**src/rtl/task_graph_streamer.sv**
```systemverilog
// Task-graph streamer: holds one application's NUM_V x NUM_V adjacency matrix
// and replays it row-major, one entry per two cycles, num_apps times.
//
// state   | meaning
// --------+---------------------------------------------------------------
// IDLE    | waiting; matrix writes accepted; start sampled here
// PRESENT | first cycle of an entry; edge_count counts non-zero entries
// HOLD    | second cycle of an entry; advances col/row
// GAP     | one quiet cycle after the last entry of an application
// END     | app_end pulse
// TAIL    | repetition bookkeeping; restart or finish with done
module task_graph_streamer #(
  parameter int NUM_V = 4,
  parameter int W     = 32,
  parameter int AW    = (NUM_V > 1) ? $clog2(NUM_V) : 1,
  parameter int CW    = $clog2(NUM_V * NUM_V + 1)
) (
  input  logic          clk,
  input  logic          rst_b,
  input  logic          wr_en,
  input  logic [AW-1:0] wr_row,
  input  logic [AW-1:0] wr_col,
  input  logic [W-1:0]  wr_data,
  input  logic          start,
  input  logic [15:0]   num_apps,
  input  logic          abort,
  output logic [W-1:0]  task_array,
  output logic          root_task,
  output logic [AW-1:0] row,
  output logic [AW-1:0] col,
  output logic          app_end,
  output logic          busy,
  output logic          done,
  output logic [CW-1:0] edge_count
);

  localparam int DEPTH = NUM_V * NUM_V;
  localparam int AD    = (DEPTH > 1) ? $clog2(DEPTH) : 1;
  localparam logic [AW-1:0] LAST   = AW'(NUM_V - 1);
  localparam logic [AD-1:0] NV_A   = AD'(NUM_V);
  localparam logic [CW-1:0] EC_MAX = {CW{1'b1}};

  typedef enum logic [2:0] {
    S_IDLE,
    S_PRESENT,
    S_HOLD,
    S_GAP,
    S_END,
    S_TAIL
  } state_t;

  state_t        state_q, state_d;
  logic [W-1:0]  mem [DEPTH];
  logic [AW-1:0] row_q, col_q;
  logic [CW-1:0] edge_q;
  logic [15:0]   rep_q;
  logic          root_q;
  logic          done_q;
  logic [AD-1:0] wr_addr, rd_addr;
  logic [W-1:0]  cur_word;
  logic          cur_nz;
  logic          last_entry;

  assign wr_addr    = AD'(wr_row) * NV_A + AD'(wr_col);
  assign rd_addr    = AD'(row_q) * NV_A + AD'(col_q);
  assign cur_word   = mem[rd_addr];
  assign cur_nz     = |cur_word;
  assign last_entry = (row_q == LAST) && (col_q == LAST);

  assign row        = row_q;
  assign col        = col_q;
  assign edge_count = edge_q;
  assign done       = done_q;

  // State register
  always_ff @(posedge clk or negedge rst_b) begin
    if (!rst_b) state_q <= S_IDLE;
    else        state_q <= state_d;
  end

  // Next-state and state-decoded outputs; abort overrides any transition
  always_comb begin
    state_d    = state_q;
    task_array = '0;
    root_task  = 1'b0;
    app_end    = 1'b0;
    busy       = 1'b1;
    case (state_q)
      S_IDLE: begin
        busy = 1'b0;
        if (start && (num_apps != 16'd0)) state_d = S_PRESENT;
      end
      S_PRESENT: begin
        task_array = cur_word;
        root_task  = cur_nz && (edge_q == '0);
        state_d    = S_HOLD;
      end
      S_HOLD: begin
        task_array = cur_word;
        root_task  = root_q;
        state_d    = last_entry ? S_GAP : S_PRESENT;
      end
      S_GAP:  state_d = S_END;
      S_END: begin
        app_end = 1'b1;
        state_d = S_TAIL;
      end
      S_TAIL: state_d = (rep_q <= 16'd1) ? S_IDLE : S_PRESENT;
      default: state_d = S_IDLE;
    endcase
    if (abort && (state_q != S_IDLE)) state_d = S_IDLE;
  end

  // Matrix storage; only writable while idle, cleared by reset
  always_ff @(posedge clk or negedge rst_b) begin
    if (!rst_b) begin
      for (int i = 0; i < DEPTH; i++) mem[i] <= '0;
    end else if (wr_en && (state_q == S_IDLE)) begin
      mem[wr_addr] <= wr_data;
    end
  end

  // Position, edge counter, repetition counter, root hold and done pulse
  always_ff @(posedge clk or negedge rst_b) begin
    if (!rst_b) begin
      row_q  <= '0;
      col_q  <= '0;
      edge_q <= '0;
      rep_q  <= '0;
      root_q <= 1'b0;
      done_q <= 1'b0;
    end else begin
      done_q <= 1'b0;
      if (state_q == S_IDLE) begin
        if (start) begin
          if (num_apps == 16'd0) begin
            done_q <= 1'b1;
          end else begin
            rep_q  <= num_apps;
            row_q  <= '0;
            col_q  <= '0;
            edge_q <= '0;
            root_q <= 1'b0;
          end
        end
      end else if (abort) begin
        row_q  <= '0;
        col_q  <= '0;
        edge_q <= '0;
        rep_q  <= '0;
        root_q <= 1'b0;
      end else begin
        case (state_q)
          S_PRESENT: begin
            // root flag is latched so HOLD repeats the PRESENT decision
            root_q <= cur_nz && (edge_q == '0);
            if (cur_nz && (edge_q != EC_MAX)) edge_q <= edge_q + CW'(1);
          end
          S_HOLD: begin
            if (!last_entry) begin
              if (col_q == LAST) begin
                col_q <= '0;
                row_q <= row_q + AW'(1);
              end else begin
                col_q <= col_q + AW'(1);
              end
            end
          end
          S_TAIL: begin
            rep_q <= rep_q - 16'd1;
            row_q <= '0;
            col_q <= '0;
            // keep the final count visible after the last application
            if (rep_q > 16'd1) edge_q <= '0;
            else               done_q <= 1'b1;
          end
          default: ;
        endcase
      end
    end
  end

endmodule

```
**config.mk**
```make
export PLATFORM = sky130hd
export DESIGN_NAME = task_graph_streamer
export DESIGN_NICKNAME = d
export VERILOG_FILES = /design/src/rtl/task_graph_streamer.sv
export SDC_FILE = /design/constraint.sdc
export NUM_CORES = 1
export LEC_CHECK = 0
export BUFFER_PORTS_ARGS = -buffer_cell sky130_fd_sc_hd__buf_2
export CORE_UTILIZATION = 25
export DETAILED_ROUTE_END_ITERATION = 7
export PLACE_DENSITY = 0.45
export SYNTH_ARGS = -nofsm -noshare
export SYNTH_HDL_FRONTEND = slang
export SYNTH_SLANG_ARGS = --single-unit
```
**constraint.sdc**
```tcl
create_clock -name clk -period 7.1 [get_ports clk]
set_input_delay 1.42 -clock clk [delete_from_list [all_inputs] [get_ports clk]]
set_output_delay 1.42 -clock clk [all_outputs]
set_load 0.03 [all_outputs]
```
==> results.json <==
{
  "ios": 102,
  "ys_ff_latch": 542,
  "setup_viol": 0,
  "wire_per_inst_um": 24.2,
  "synthMuxAreaShare": 0.350,
  "clk_pin_slew_ps": 60,
  "drv_slew": 0,
  "power.share.switching": 0.326,
  "overflow": 0,
  "worstPathArrival_ps": 4890,
  "clk_latency_ps": 650,
  "ys_seq_area_frac": 0.543,
  "synth_largest_area_cell": "dfrtp_1",
  "dr.pass1.iters": 6,
  "irDropWorstVdd_v": 0.000246,
  "drtIter0Drc": 849,
  "cts_resized": 0,
  "max_slew_margin": 0.249,
  "io_buffers": 101,
  "p_switching_mw": 4.24,
  "core_area_um2": 98700,
  "drv_cap": 0,
  "initial_core_util": 0.253,
  "worstHoldPathType": "reg -> reg",
  "nFillCells": 9854,
  "r2r_slack_ps": 2840,
  "syn_inst": 1686,
  "syn_area_um2": 25000,
  "fp.dieArea_um2": 101000,
  "post_cts_buffers": 0,
  "worstSetupStartpointType": "flip-flop",
  "fin_crit_sh": 0.889,
  "ant_nets": 0,
  "synth_ff_type": "dfrtp_1",
  "run_status": "finished clean",
  "powerDensity_nw_per_um2": 446,
  "yosysMostFrequentCell": "dfrtp_1",
  "grt_pass1_wl_um": 113000,
  "rsz0062_at_grt": "no",
  "startpoint": "col[0]",
  "ys_warn_count": 0,
  "layout-drive-gt1-share": 0.500,
  "syn_area_per_cell_um2": 14.8,
  "period_minus_slack_ps": 6310,
  "place_area_um2": 27000,
  "finish.utilization": 0.296,
  "cts_inserted_buffers": 61,
  "yosysUniqueCellTypes": 49,
  "worstSetupPathType": "reg -> out",
  "synth_fp_nets": 1750,
  "nNetsFinal": 1826,
  "synth_top_family_by_area": "multiplexers",
  "cts_num_sinks": 542,
  "die_w_um": 318,
  "hpwl_um": 44100,
  "synth_commonest_cells": "542 x dfrtp_1, 512 x mux2_2, 117 x mux4_2",
  "synthSimpleGateAreaFrac": 0.0331,
  "chipHeight_um": 318,
  "synth-compound-area-share": 0.0439,
  "cts_tree": "built",
  "yosys-top-cells-area": "dfrtp_1 54%, mux2_2 23%, mux4_2 11%",
  "synth_top_area_share": 0.543,
  "drc": 0,
  "r2r-start": "col[0]",
  "worstReg2RegEnd": "edge_count[4]",
  "fin_worst_skew_ps": 24.1,
  "holdWs_ps": 498,
  "cts_hold_buf": 0,
  "p_comb_frac": 0.333,
  "cts-htree-levels": 2,
  "critPathCaptureType": "output pin",
  "row_count": 115,
  "ctsLongestPathBuffers": 3,
  "drt-total-wl_um": 75000,
  "grt_usage": 0.149,
  "crit_fanout": 24,
  "cts_root_buf": "clkbuf_16",
  "p_int_mw": 8.77,
  "synth_edf_count": 0,
  "antenna_found_initial": 8,
  "required_ps": 5680,
  "tightest_slew_ps": 1120,
  "synth-xor-area-share": 0.000350,
  "seq_power_share": 0.412,
  "synthAdderAreaFrac": 0.00391,
  "endpoint": "root_task",
  "grt_pass1_vias": 16293,
  "antennaDiodeCount": 0,
  "p_leak_nw": 12.7,
  "grt_max_degree": 136,
  "reg2regPathDepth": 9,
  "power_frac_clock": 0.255,
  "fmax_mhz": 158,
  "gp_congestion": 0.767,
  "hold_viol": 0,
  "stdcell_area_um2": 29200,
  "postSynth.asyncResetShare": 1.00,
  "via_per_inst": 4.87,
  "p_total_mw": 13.0,
  "fin_setup_tns_ps": 0,
  "area_growth_pct": 16.7,
  "via_count": 15088
}
==> routing by layer <==
layer	track usage	up-vias	share of wire
met1	0.205	8185	0.47
met2	0.242	281	0.47
met3	0.0224	118	0.035
met4	0.0403	10	0.024
met5	0	-	0.00085
li1	-	6494	-
==> cells by family (layout without fill, tap and decap cells) <==
group / Yosys count / in the layout
and+or+nand+nor: 168 / 168
xor gates and xnor gates: 1 / 1
adders and majority gates: 8 / 8
AOI/OAI and AO/OA: 155 / 155
buffers and inverters: 148 / 276
DFF: 542 / 542
muxes: 664 / 664
==> cells in the final DEF, fill, tap and decap left out, types with 11 or more instances in the layout <==
master     count
clkinv_2      12
clkbuf_8      20
mux2i_1       35
buf_2        101
a21oi_1       23
nor2b_1       12
clkbuf_16     62
clkbuf_1      12
a221oi_1      28
nor2_1        53
nor4_1        11
buf_4         42
nand2_1       26
dfrtp_1      539
a22oi_1       18
a22o_1        22
mux4_2       117
inv_1         11
mux2_2       512
o21ai_0       41
==> power by group through the flow <==
stage | logic [mW] | clock network, mW | registers (mW)
2_1_floorplan | 3.26 | 0 | 5.07
3_3_place_gp | 4.30 | 0 | 5.35
3_5_place_dp | 4.40 | 0 | 5.41
4_1_cts | 4.41 | 3.42 | 5.36
5_1_grt | 4.69 | 3.54 | 5.56
6_report | 4.33 | 3.32 | 5.36
==> sequential cells by signal, indices dropped and copies added, names as in the netlist <==
name,cells
col,2
edge_count,5
state_q,3
mem,512
done,1
root_q,1
rep_q,16
row,2
==> worst max-delay path, stage by stage (launching register included) <==
cell,delay [ps]
dfrtp_4,850
buf_12,260
mux4_2,510
a22o_1,250
a221oi_1,410
nand4_1,370
nor4_1,500
nand4_1,370
and3_1,330
a21o_1,180
buf_2,180
==> how the worst min path moves through the flow <==
stage / start / to / cells after the start
after CTS: mem[314] / mem[314] / 1
after global routing: mem[336] / mem[336] / 1
after floorplan: root_q / root_q / 1
after detailed placement: mem[314] / mem[314] / 1
final: mem[314] / mem[314] / 1
after global placement: mem[309] / mem[309] / 1
==> through the flow <==
step	worst slack (ps)	std cells
6_report	787	3101
3_3_place_gp	660	2985
4_1_cts	746	3101
5_1_grt	518	3101
2_1_floorplan	2690	1686
3_5_place_dp	1470	2986
==> final cells by class <==
cell class	count	area [um^2]	area share
clock inverters	21	265	0.00909
flip-flops and latches	542	13600	0.465
multi-input cells	996	10900	0.372
clock buffers	94	1870	0.0642
well taps	1287	1610	0.0552
repair buffers	150	956	0.0328
inverters	11	41.3	0.00142
Power figures use the tool's default switching activity.
